==> src/rtl/uart_pkg.sv <==
// Shared UART definitions for the receiver and transmitter.
package uart_pkg;

    localparam int UART_DATA_W       = 8;
    localparam int UART_CLKS_PER_BIT = 868;

    typedef enum logic [2:0] {
        IDLE    = 3'd0,
        START   = 3'd1,
        DATA    = 3'd2,
        STOP    = 3'd3,
        WAIT_HI = 3'd4
    } rx_state_e;

endpackage

==> src/rtl/uart_rx_fifo.sv <==
// Small show-ahead FIFO; head word is read combinationally.
module uart_rx_fifo #(
    parameter int DEPTH = 4,
    parameter int WIDTH = 8
) (
    input  logic             clk,
    input  logic             rst_n,
    input  logic             push_i,
    input  logic [WIDTH-1:0] wdata_i,
    input  logic             pop_i,
    output logic [WIDTH-1:0] rdata_o,
    output logic             full_o,
    output logic             empty_o
);

    localparam int AW = $clog2(DEPTH);
    localparam int CW = AW + 1;

    logic [WIDTH-1:0] mem_q [DEPTH];
    logic [WIDTH-1:0] mem_d [DEPTH];
    logic [AW-1:0]    wr_ptr_q, wr_ptr_d;
    logic [AW-1:0]    rd_ptr_q, rd_ptr_d;
    logic [CW-1:0]    count_q, count_d;
    logic             push_ok;
    logic             pop_ok;

    assign full_o  = (count_q == CW'(DEPTH));
    assign empty_o = (count_q == '0);
    // A full FIFO still accepts a push when the head leaves in the same cycle.
    assign pop_ok  = pop_i & ~empty_o;
    assign push_ok = push_i & (~full_o | pop_i);
    assign rdata_o = empty_o ? '0 : mem_q[rd_ptr_q];

    always_comb begin
        mem_d    = mem_q;
        wr_ptr_d = wr_ptr_q + AW'(push_ok);
        rd_ptr_d = rd_ptr_q + AW'(pop_ok);
        count_d  = count_q + CW'(push_ok) - CW'(pop_ok);
        if (push_ok) begin
            mem_d[wr_ptr_q] = wdata_i;
        end
    end

    always_ff @(posedge clk) begin
        if (!rst_n) begin
            wr_ptr_q <= '0;
            rd_ptr_q <= '0;
            count_q  <= '0;
        end else begin
            wr_ptr_q <= wr_ptr_d;
            rd_ptr_q <= rd_ptr_d;
            count_q  <= count_d;
        end
    end

    always_ff @(posedge clk) begin
        mem_q <= mem_d;
    end

endmodule

==> src/rtl/uart_rx.sv <==
// 8N1 UART receiver: synchroniser, bit-timing FSM, stop check, receive FIFO.
module uart_rx
    import uart_pkg::*;
#(
    parameter int CLKS_PER_BIT = UART_CLKS_PER_BIT,
    parameter int FIFO_DEPTH   = 4
) (
    input  logic                   clk,
    input  logic                   rst_n,
    input  logic                   rx_i,
    output logic [UART_DATA_W-1:0] rx_data_o,
    output logic                   rx_valid_o,
    input  logic                   rx_ready_i,
    output logic                   frame_err_o,
    output logic                   overrun_o,
    output logic                   busy_o
);

    localparam int CNT_W = $clog2(CLKS_PER_BIT);
    localparam logic [CNT_W-1:0] BIT_LAST  = CNT_W'(CLKS_PER_BIT - 1);
    localparam logic [CNT_W-1:0] HALF_LAST = CNT_W'(CLKS_PER_BIT / 2 - 1);

    logic [1:0]             sync_q, sync_d;
    rx_state_e              state_q, state_d;
    logic [CNT_W-1:0]       bcnt_q, bcnt_d;
    logic [2:0]             idx_q, idx_d;
    logic [UART_DATA_W-1:0] shift_q, shift_d;
    logic                   frame_err_q, frame_err_d;
    logic                   overrun_q, overrun_d;
    logic                   rxs;
    logic                   push;
    logic                   fifo_full;
    logic                   fifo_empty;

    assign sync_d = {sync_q[0], rx_i};
    assign rxs    = sync_q[1];

    always_comb begin
        state_d     = state_q;
        bcnt_d      = bcnt_q;
        idx_d       = idx_q;
        shift_d     = shift_q;
        frame_err_d = 1'b0;
        push        = 1'b0;
        case (state_q)
            IDLE: begin
                bcnt_d = '0;
                if (!rxs) begin
                    state_d = START;
                end
            end
            START: begin
                bcnt_d = bcnt_q + CNT_W'(1);
                if (bcnt_q == HALF_LAST) begin
                    bcnt_d  = '0;
                    idx_d   = '0;
                    state_d = rxs ? IDLE : DATA;
                end
            end
            DATA: begin
                bcnt_d = bcnt_q + CNT_W'(1);
                if (bcnt_q == BIT_LAST) begin
                    bcnt_d         = '0;
                    shift_d[idx_q] = rxs;
                    idx_d          = idx_q + 3'd1;
                    if (idx_q == 3'd7) begin
                        state_d = STOP;
                    end
                end
            end
            STOP: begin
                bcnt_d = bcnt_q + CNT_W'(1);
                // Sampling mid stop bit leaves half a bit of slack for the next start.
                if (bcnt_q == BIT_LAST) begin
                    bcnt_d      = '0;
                    push        = rxs;
                    frame_err_d = ~rxs;
                    state_d     = rxs ? IDLE : WAIT_HI;
                end
            end
            WAIT_HI: begin
                if (rxs) begin
                    state_d = IDLE;
                end
            end
            default: begin
                state_d = IDLE;
            end
        endcase
    end

    assign overrun_d = push & fifo_full & ~rx_ready_i;

    always_ff @(posedge clk) begin
        if (!rst_n) begin
            sync_q      <= 2'b11;
            state_q     <= IDLE;
            bcnt_q      <= '0;
            idx_q       <= '0;
            shift_q     <= '0;
            frame_err_q <= 1'b0;
            overrun_q   <= 1'b0;
        end else begin
            sync_q      <= sync_d;
            state_q     <= state_d;
            bcnt_q      <= bcnt_d;
            idx_q       <= idx_d;
            shift_q     <= shift_d;
            frame_err_q <= frame_err_d;
            overrun_q   <= overrun_d;
        end
    end

    uart_rx_fifo #(
        .DEPTH (FIFO_DEPTH),
        .WIDTH (UART_DATA_W)
    ) u_fifo (
        .clk     (clk),
        .rst_n   (rst_n),
        .push_i  (push),
        .wdata_i (shift_q),
        .pop_i   (rx_ready_i),
        .rdata_o (rx_data_o),
        .full_o  (fifo_full),
        .empty_o (fifo_empty)
    );

    assign rx_valid_o  = ~fifo_empty;
    assign frame_err_o = frame_err_q;
    assign overrun_o   = overrun_q;
    assign busy_o      = (state_q != IDLE);

endmodule

==> config.mk <==
export PLATFORM = sky130hd
export DESIGN_NAME = uart_rx
export DESIGN_NICKNAME = d
export VERILOG_FILES = /design/src/rtl/uart_pkg.sv /design/src/rtl/uart_rx_fifo.sv /design/src/rtl/uart_rx.sv
export SDC_FILE = /design/constraint.sdc
export NUM_CORES = 1
export LEC_CHECK = 0
export BUFFER_PORTS_ARGS = -buffer_cell sky130_fd_sc_hd__buf_2
export CAP_MARGIN = 0
export CORE_MARGIN = 5
export CORE_UTILIZATION = 35
export CTS_CLUSTER_DIAMETER = 80
export DETAILED_ROUTE_END_ITERATION = 10
export GPL_ROUTABILITY_DRIVEN = 0
export PLACE_DENSITY = 0.62
export SYNTH_ARGS = -nofsm -noshare
export SYNTH_HDL_FRONTEND = slang
export SYNTH_SLANG_ARGS = --single-unit
==> constraint.sdc <==
create_clock -name clk -period 2.3 [get_ports clk]
set_clock_uncertainty 0.1 [all_clocks]
set_input_delay 0.115 -clock clk [delete_from_list [all_inputs] [get_ports clk]]
set_output_delay 0.115 -clock clk [all_outputs]
set_load 0.02 [all_outputs]
==> run summary <==
max cap viols -> 0
Worst Max-Slew Pin Slew -> 0.561 ns
CTS max path bufs -> 2
sw frac -> 27.4%
vias post-DR -> 2060
row count -> 33
Synth warnings -> 0
WHS Endpoint -> state_q[1]
Slew HR -> 62.5%
post-synth top area cell -> edfxtp_1
Int Power -> 0.00199 W
Peak VDD IR -> 280 uV
Post-Syn Area -> 3020 sq um
R2R Path End -> u_fifo.count_q[2]
total power -> 0.00274 W
Die Y -> 103 microns
share of the synthesized area in the top cell type -> 31.9%
Final Instance Count excl. Fillers -> 414
met2 usage -> 18.6%
R2R Setup Slk -> 0.001 ns
setup_tns -> 0 ns
crit path kind -> flip-flop to flip-flop
Critical R2R Launch -> bcnt_q[4]
# setup viols final -> 0
outcome -> finished, final reports clean
total grt overflow -> 0
Antenna diodes -> 0
flops & latches, synth -> 67
Placed Instances -> 395
signal arrival time at the worst endpoint -> 2.44 ns
Net Count, Synth -> 271
syn avg cell area -> 11.7 sq um
chip width -> 103 microns
Slew Viols, Final -> 0
number of synthesized flops with an enable pin -> 32
Clock transition at path regs -> 0.08 ns
Ports -> 16
pin count of the biggest net entering global routing -> 21
H-Tree Level Count -> 3
PortBufs -> 15
worst endpoint required time -> 2.44 ns
Cell Area, Placed -> 3420 sq um
global-route wire length before repair -> 9.34 mm
NumNets Final -> 317
gr busiest metal -> met2
reg2reg path depth -> 11
Area Overhead vs Synth -> 21.1%
dpl ws -> -0.00866 ns
initial antenna violation count -> 0
CTS Buf Count -> 9
die area -> 10600 sq um
vias in the first global route -> 1962
share of power burned in the clock network -> 35.6%
Final period util -> 100%
Most used DFF post-synth -> dfxtp_1
final worst path period need -> 2.30 ns
met3 Resource Use GR -> 2.64%
TritonRoute pass-1 iters -> 4
drt wl/cell -> 13.7 microns
endpoint class of the critical path -> flip-flop
final setup margin -> 0.00105 ns
post-route ant nets -> 0
layout cells sized above 1 -> 28.5%
latest clock arrival within the worst-skew pair -> 0.34 ns
WHS Path Cells -> 3
Startpoint Class -> flip-flop
worst min path class -> input port to flip-flop
final hold vios -> 0
share of the yosys chip area belonging to registers -> 55.1%
Seq pwr share -> 49.9%
CTS sink count -> 67
Iter 0 DRT Violations -> 85
clock root buffer -> clkbuf_8
synth top area cells -> edfxtp_1 32%, dfxtp_1 23%, mux4_2 6.0%, ha_1 3.3%, mux2i_1 3.0%
drt total wl -> 5.66 mm
GR Util All Layers -> 11.6%
post-detail-place hpwl -> 4.06 mm
min-delay src -> rst_n
Power Density -> 751 nW/um^2
TritonCTS clock tree -> built
Via-to-Cell Ratio -> 4.98
grt met1 use -> 14.7%
design area -> 3650 sq um
drt drc -> 0
most frequent cells in the layout -> 32 x dfxtp_1, 32 x edfxtp_1, 29 x buf_4
core area -> 8300 sq um
fmax -> 435 MHz
RSZ-0062 raised after global routing -> true
Gate power share -> 14.5%
ys async rst share -> 0%
Mapped Cells -> 258
NetSw -> 0.000750 W
Distinct cells, synth -> 51
leakage power -> 1.49 nW
starting density of the core -> 36.3%
Crit Path Max Fanout -> 2
[critical path, cell delays in order (launching register included)]
cell and delay, ns:
dfxtp_2 0.32, and4bb_1 0.29, and4_4 0.24, nand3_4 0.07, or2_4 0.25, inv_2 0.06
ha_1 0.13, inv_1 0.05, fa_2 0.34, xor2_2 0.15, xnor2_1 0.14, nor2_1 0.05
[what timing repair did]
item | in CTS | in global routing
hold endpoints to repair | 2 | 0
setup endpoints to repair | 1 | 1
setup buffers | 0 | 1
gates resized for setup | 0 | 1
hold buffers | 2 | 0
pin swaps | 3 | 1
[power by group through the flow]
stage | Combinational (W) | Clock, W | Sequential (W)
3_3_place_gp | 0.000380 | 0 | 0.00140
3_5_place_dp | 0.000390 | 0 | 0.00140
6_report | 0.000398 | 0.000975 | 0.00137
2_1_floorplan | 0.000326 | 0 | 0.00133
5_1_grt | 0.000454 | 0.00107 | 0.00138
4_1_cts | 0.000394 | 0.00101 | 0.00137
[Yosys cell counts (3+ instances only)]
library cell   n
buf_2          3
nand3_1       12
a21oi_1        4
a31oi_1        3
and3_1         5
and2_1         6
xnor2_1        3
nor3_1         7
nor2_1        18
dfxtp_1       35
clkbuf_1       8
nor3b_2        5
nand2b_1       3
nand2_1       24
o21ai_1        3
mux2i_1        9
nand4_1        6
mux4_2         8
ha_1           8
edfxtp_1      32
o211ai_1       3
inv_1         10
nor2b_1       12
[cell type report]
type / count / area, sq um
fillers: 771 / 4650
well taps: 105 / 131
inverters: 11 / 41.3
multi-input cells: 168 / 1280
flip-flops and latches: 67 / 1670
clock buffers: 9 / 124
repair buffers: 47 / 333
clock inverters: 7 / 76.3
[worst max path at each step]
stage	startpoint	to	slack (ns)	depth (start not counted)
final	bcnt_q[4]	u_fifo.count_q[2]	0.001	11
after global routing	bcnt_q[4]	u_fifo.count_q[2]	-0.14	11
after CTS	bcnt_q[7]	u_fifo.count_q[2]	0.01	11
after detailed placement	bcnt_q[4]	u_fifo.count_q[2]	-0.009	11
after global placement	bcnt_q[4]	u_fifo.count_q[2]	0.02	11
after floorplan	bcnt_q[4]	u_fifo.count_q[2]	-0.02	11
[flip-flops by register name (all words and copies together) (netlist names)]
| name | count |
|---|---|
| sync_q | 2 |
| u_fifo.wr_ptr_q | 2 |
| shift_q | 8 |
| frame_err_o | 1 |
| u_fifo.count_q | 3 |
| idx_q | 3 |
| u_fifo.mem_q | 32 |
| u_fifo.rd_ptr_q | 2 |
| overrun_o | 1 |
| state_q | 3 |
| bcnt_q | 10 |
[cells by family (layout without fill, tap and decap cells)]
kind of cell	Yosys count	count (layout)	synth area share, %
XOR/XNOR	5	5	1.45
buffers and inverters	23	74	2.99
AND/OR/NAND/NOR	112	112	21.5
AO/OA/AOI/OAI	25	25	5.98
flip-flops	67	67	55.1
adder cells (fa/ha/maj)	9	9	3.98
multiplexers	17	17	8.96
[stage by stage]
stage / util, % / hold slack, ns
global placement: 41.2 / 0.197
detailed placement: 41.2 / 0.199
floorplan: - / 0.116
CTS: 43.8 / 0.101
global route: 44.0 / 0.120
finish: 44.0 / 0.106
[per-layer routing]
metal | up-vias | share of wire [%] | wire length, microns
met4 | 0 | 1.9 | 106
met3 | 10 | 3.8 | 215
met2 | 40 | 48 | 2690
li1 | 1032 | - | -
met1 | 978 | 47 | 2640
met5 | - | 0 | 0
(Power assumes the default switching activity.)
